==> src/rtl/stream_mux_pkg.sv <==
// ----------------------------------------------------------------------------
// stream_mux_pkg
// Shared definitions for the 4-to-1 stream multiplexer slice:
//   NUM_CH       number of input channels
//   SEL_W        width of a channel index
//   lock_state_t packet-lock FSM states (UNLOCKED / LOCKED)
//   onehot4_to_idx / idx_to_onehot4  grant <-> index conversion helpers
// ----------------------------------------------------------------------------
package stream_mux_pkg;

  localparam int NUM_CH = 4;
  localparam int SEL_W  = 2;

  typedef enum logic {
    UNLOCKED = 1'b0,
    LOCKED   = 1'b1
  } lock_state_t;

  // Convert a one-hot 4-bit grant into a channel index (zero grant -> 0).
  function automatic logic [SEL_W-1:0] onehot4_to_idx(input logic [NUM_CH-1:0] oh);
    logic [SEL_W-1:0] idx;
    case (oh)
      4'b0001: idx = 2'd0;
      4'b0010: idx = 2'd1;
      4'b0100: idx = 2'd2;
      4'b1000: idx = 2'd3;
      default: idx = 2'd0;
    endcase
    return idx;
  endfunction

  // Convert a channel index into a one-hot 4-bit mask.
  function automatic logic [NUM_CH-1:0] idx_to_onehot4(input logic [SEL_W-1:0] idx);
    logic [NUM_CH-1:0] oh;
    case (idx)
      2'd0:    oh = 4'b0001;
      2'd1:    oh = 4'b0010;
      2'd2:    oh = 4'b0100;
      2'd3:    oh = 4'b1000;
      default: oh = 4'b0000;
    endcase
    return oh;
  endfunction

endpackage

==> src/rtl/stream_mux_4x1_rr_arbiter_4.sv <==
// ----------------------------------------------------------------------------
// rr_arbiter_4
// Purely combinational round-robin arbiter for four requesters.
// The search starts at channel (ptr+1) mod 4 and wraps; the first requesting
// channel found receives the one-hot grant.
// Ports:
//   req    [3:0]  request vector, bit k is channel k
//   ptr    [1:0]  last granted channel (lowest priority this cycle)
//   grant  [3:0]  one-hot grant, all-zero when req is all-zero
// ----------------------------------------------------------------------------
module rr_arbiter_4
  import stream_mux_pkg::*;
(
  input  logic [NUM_CH-1:0] req,
  input  logic [SEL_W-1:0]  ptr,
  output logic [NUM_CH-1:0] grant
);

  logic [SEL_W-1:0] w_cand;
  logic             w_found;

  // Rotating priority search beginning just after the last granted channel.
  always_comb begin
    grant   = 4'b0000;
    w_found = 1'b0;
    w_cand  = 2'd0;
    for (int i = 1; i <= NUM_CH; i++) begin
      w_cand        = ptr + SEL_W'(i);
      grant[w_cand] = (!w_found && req[w_cand]) ? 1'b1 : grant[w_cand];
      w_found       = w_found | req[w_cand];
    end
  end

endmodule

==> src/rtl/stream_mux_4x1.sv <==
// ----------------------------------------------------------------------------
// stream_mux_4x1
// Merges four valid/ready streams into one through a single output register
// stage, arbitrating round-robin between requesting channels.
// Optional packet locking is enabled by defining STREAM_MUX_LAST_LOCK_EN: once
// a channel is granted a beat with in_last=0, only that channel is granted
// until it delivers a beat with in_last=1.
// Ports:
//   clk        rising-edge clock
//   rst        synchronous active-high reset
//   in_valid   [3:0]         per-channel beat valid
//   in_data    [4*DATA_W-1:0] channel k at [k*DATA_W +: DATA_W]
//   in_last    [3:0]         per-channel end-of-packet
//   in_ready   [3:0]         per-channel acceptance (at most one hot)
//   out_valid / out_data / out_last / out_sel   registered merged beat
//   out_ready  downstream acceptance
// ----------------------------------------------------------------------------
module stream_mux_4x1
  import stream_mux_pkg::*;
#(
  parameter int DATA_W = 8
) (
  input  logic                     clk,
  input  logic                     rst,
  input  logic [NUM_CH-1:0]        in_valid,
  input  logic [NUM_CH*DATA_W-1:0] in_data,
  input  logic [NUM_CH-1:0]        in_last,
  output logic [NUM_CH-1:0]        in_ready,
  output logic                     out_valid,
  output logic [DATA_W-1:0]        out_data,
  output logic                     out_last,
  output logic [SEL_W-1:0]         out_sel,
  input  logic                     out_ready
);

  logic              r_out_valid;
  logic [DATA_W-1:0] r_out_data;
  logic              r_out_last;
  logic [SEL_W-1:0]  r_out_sel;
  logic [SEL_W-1:0]  r_ptr;

  logic [NUM_CH-1:0] w_req;
  logic [NUM_CH-1:0] w_grant;
  logic [SEL_W-1:0]  w_gidx;
  logic [DATA_W-1:0] w_gdata;
  logic              w_glast;
  logic              w_free;
  logic              w_xfer;

  // The stage can take a new beat when empty or when its beat leaves this edge.
  assign w_free   = !r_out_valid || out_ready;
  assign w_xfer   = w_free && !rst && (w_grant != 4'b0000);
  assign in_ready = w_xfer ? w_grant : 4'b0000;
  assign w_gidx   = onehot4_to_idx(w_grant);

`ifdef STREAM_MUX_LAST_LOCK_EN
  lock_state_t r_state;
  lock_state_t w_state_nxt;

  // While locked, ptr equals the locked channel (ptr follows every accepted
  // beat and only that channel can be granted), so it doubles as the owner.
  always_comb begin
    if (r_state == LOCKED) begin
      w_req = in_valid & idx_to_onehot4(r_ptr);
    end else begin
      w_req = in_valid;
    end
  end

  // Lock FSM state register.
  always_ff @(posedge clk) begin
    if (rst) begin
      r_state <= UNLOCKED;
    end else begin
      r_state <= w_state_nxt;
    end
  end

  // Lock FSM next state: enter on a non-last beat, leave on a last beat.
  always_comb begin
    w_state_nxt = r_state;
    case (r_state)
      UNLOCKED: begin
        if (w_xfer && !w_glast) begin
          w_state_nxt = LOCKED;
        end else begin
          w_state_nxt = UNLOCKED;
        end
      end
      LOCKED: begin
        if (w_xfer && w_glast) begin
          w_state_nxt = UNLOCKED;
        end else begin
          w_state_nxt = LOCKED;
        end
      end
      default: w_state_nxt = UNLOCKED;
    endcase
  end
`else
  assign w_req = in_valid;
`endif

  rr_arbiter_4 u_arb (
    .req   (w_req),
    .ptr   (r_ptr),
    .grant (w_grant)
  );

  // Select the granted channel's data and last flag.
  always_comb begin
    case (w_gidx)
      2'd0:    w_gdata = in_data[0*DATA_W +: DATA_W];
      2'd1:    w_gdata = in_data[1*DATA_W +: DATA_W];
      2'd2:    w_gdata = in_data[2*DATA_W +: DATA_W];
      2'd3:    w_gdata = in_data[3*DATA_W +: DATA_W];
      default: w_gdata = {DATA_W{1'b0}};
    endcase
    w_glast = in_last[w_gidx];
  end

  // Output register stage and round-robin pointer.
  always_ff @(posedge clk) begin
    if (rst) begin
      r_out_valid <= 1'b0;
      r_out_data  <= {DATA_W{1'b0}};
      r_out_last  <= 1'b0;
      r_out_sel   <= 2'd0;
      r_ptr       <= 2'd3;
    end else if (w_xfer) begin
      r_out_valid <= 1'b1;
      r_out_data  <= w_gdata;
      r_out_last  <= w_glast;
      r_out_sel   <= w_gidx;
      r_ptr       <= w_gidx;
    end else if (w_free) begin
      // Stage emptied (or already empty) with nothing new to load.
      r_out_valid <= 1'b0;
    end else begin
      // Backpressured: hold the presented beat unchanged.
      r_out_valid <= r_out_valid;
    end
  end

  assign out_valid = r_out_valid;
  assign out_data  = r_out_data;
  assign out_last  = r_out_last;
  assign out_sel   = r_out_sel;

endmodule
==> config.mk <==
export PLATFORM = sky130hd
export DESIGN_NAME = stream_mux_4x1
export DESIGN_NICKNAME = d
export VERILOG_FILES = /design/src/rtl/stream_mux_pkg.sv /design/src/rtl/stream_mux_4x1_rr_arbiter_4.sv /design/src/rtl/stream_mux_4x1.sv
export SDC_FILE = /design/constraint.sdc
export NUM_CORES = 1
export LEC_CHECK = 0
export ABC_AREA = 1
export BUFFER_PORTS_ARGS = -buffer_cell sky130_fd_sc_hd__buf_2
export CAP_MARGIN = 20
export CORE_UTILIZATION = 52
export DETAILED_ROUTE_END_ITERATION = 8
export GPL_TIMING_DRIVEN = 0
export PLACE_DENSITY_LB_ADDON = 0.25
export SLEW_MARGIN = 20
export SYNTH_ARGS = -nofsm -noshare
export SYNTH_HDL_FRONTEND = slang
export SYNTH_HIERARCHICAL = 1
export SYNTH_SLANG_ARGS = --single-unit
==> constraint.sdc <==
create_clock -name clk -period 7.9 [get_ports clk]
set_input_delay 1.185 -clock clk [delete_from_list [all_inputs] [get_ports clk]]
set_output_delay 1.185 -clock clk [all_outputs]
set_load 0.03 [all_outputs]
==> impl_metrics.json <==
{
  "synth_cell_type_count": 29,
  "finalCriticalPeriod_ps": 5214,
  "portBuffers": 58,
  "synth.area.top_cells": "nand3_1 22%, dfxtp_1 19%, nand2_1 18%",
  "end_kind": "output port",
  "synth-xor-area-share_pct": 0,
  "wire_per_inst_um": 11.95,
  "path_clk_slew_ps": 90,
  "startpoint": "r_ptr[1]",
  "synth_warnings": 6,
  "period_share_pct": 66.00,
  "num_vias": 1767,
  "yosysTopAreaCell": "nand3_1",
  "cts.repair.resized": 0,
  "place_congestion": 0.8311,
  "ys_ff_latch": 14,
  "synth_fa_ha_area_share_pct": 3.413,
  "synth_compound_area_share_pct": 5.802,
  "cts_sinks": 14,
  "yosysTopAreaCellShare_pct": 21.84,
  "ys_seq_area_share_pct": 19.11,
  "cts_max_level": 1,
  "clock_latency_ps": 290,
  "grt_max_degree": 12,
  "syn_avg_cell_area_um2": 6.214,
  "maxSlewViolCount": 0,
  "slew_headroom_pct": 80.38,
  "cts_buffers": 3,
  "hold_path.startpoint": "out_data[3]",
  "outcome": "finished, final reports clean",
  "syn_nets": 283,
  "antenna_left": 0,
  "crit_arrival_ps": 4030,
  "drt_iter0_drc": 69,
  "critPathLaunchType": "flip-flop",
  "die_h_um": 55.11,
  "final_cell_mix": "71 x nand2_1, 64 x nand3_1, 58 x buf_2",
  "grt_pass1_vias": 1496,
  "cts_tree": "built",
  "rsz0062_at_grt": "false",
  "drive_gt1_share_pct": 32.21,
  "drc": 0,
  "final_common_cell": "nand2_1",
  "synth_top_family_by_area": "simple AND/OR/NAND/NOR gates",
  "n_antenna_cell": 0,
  "hpwl_um": 3116,
  "grt_usage_pct": 26.61,
  "nets": 346,
  "cp.required_ps": 6710,
  "syn_inst": 236,
  "tightest_slew_ps": 293.5,
  "skew_ps": 2.976,
  "grt_pass1_wl_um": 5940,
  "finalHoldViolCount": 0,
  "cts_root_buffer": "clkbuf_4",
  "max_freq_mhz": 191.8,
  "first_pass_iters": 4,
  "start_util_pct": 57.12,
  "max-cap-violations": 0,
  "r2r_start": "r_ptr[1]",
  "fin_setup_tns_ps": 0,
  "routed_wl_um": 3919,
  "final-setup-viol-count": 0,
  "holdBufCountCts": 0,
  "drt-vias-per-instance": 5.387,
  "synth_area_um2": 1466,
  "rows": 18,
  "synth.area.mux_share_pct": 0.6826,
  "syn_to_final_growth_pct": 24.83,
  "synth-simple-area-share_pct": 60.24,
  "antenna_found_initial": 0,
  "clockBufferDepth": 2,
  "worstPathMaxFanout": 10,
  "fp.dieW_um": 55.11,
  "dieArea_um2": 3037,
  "post-cts-setup-buffers": 0,
  "ios": 59,
  "critPathKind": "flip-flop to output port",
  "overflow": 0,
  "core-area_um2": 2567,
  "worstHoldPathType": "flip-flop to flip-flop"
}
## flip-flops by register name (all words and copies together) (netlist names)
register and count:
out_data 8, out_last 1, out_sel 2, out_valid 1, r_ptr 2
## final timing paths
check | slack (ps) | end | cells after the start
min reg2reg | 480 | out_data[3] | 2
min | 480 | out_data[3] | 2
max reg2reg | 4170 | out_data[6] | 25
max | 2690 | in_ready[1] | 25
## area by class of cell
class | count | area [um^2]
plain buffers | 6 | 66.31
inverters | 20 | 91.34
clock buffers | 4 | 36.28
fillers | 245 | 737.0
multi-input cells | 196 | 1028
flip-flops and latches | 14 | 280.3
well taps | 30 | 37.54
repair buffers | 58 | 290.3
## through the flow
step | utilization [%] | setup slack, ps | instances | hold slack, ps | cell area (um^2)
after global routing | 71.30 | 2281 | 328 | 496.5 | 1831
after global placement | 69.88 | 2935 | 324 | 455.7 | 1794
after CTS | 71.30 | 2701 | 328 | 476.3 | 1831
after detailed placement | 69.88 | 2900 | 324 | 461.5 | 1794
final | 71.30 | 2686 | 328 | 478.1 | 1831
after floorplan | - | 3168 | 236 | 526.1 | 1466
## layer usage
metal	part of all wire (%)	track usage (%)	up-vias
li1	-	-	906
met1	41	31.60	784
met2	51	49.40	73
met3	7.2	5.191	4
met4	0.71	4.583	0
met5	0	0	-
## synthesized netlist by cell type
master    count
buf_6         4
o21ai_0       3
ha_1          4
a21oi_1       8
nand2_4       6
nor2_2        1
mux2i_1       1
or2_1         1
nand2_1      71
inv_4         1
nand3_4       1
nand3b_1      1
nand3_1      64
nand2_2       6
and3_1        1
dfxtp_1      14
o21ai_1       6
bufinv_8      1
or2_4         1
inv_2         4
inv_1        14
nor2_1        9
and2_4        1
buf_4         1
clkbuf_8      1
nand3_2       1
nor3_1        1
nand4_1       4
nor2_4        5
## worst max-delay path, stage by stage (launching register included)
cell      delay [ps]
dfxtp_1          490
bufinv_8         250
ha_1             360
inv_1            160
nand3_2          130
nand4_1          100
nand3_1           80
nand2_1          120
nand3_1          110
nand3_1           80
nand3_1           90
nand2_2          110
nand3_1           90
nand3_1          100
nand3_1           80
nand2_1           80
nand2_2           70
nand2_1           60
nand2_1          150
nor2_4           290
nand2_4          100
nand2_4           90
buf_6            140
buf_4            180
nor2_1            50
buf_2            170
## logic make-up after synthesis
kind of cell | after synthesis
simple gates | 174
buf+inv | 26
compound gates | 17
flops | 14
fa+ha+maj | 4
mux | 1
Power is left out: the tool's default activity adds up to more than one toggle a clock period on the data nets, which glitch-free logic cannot reach.
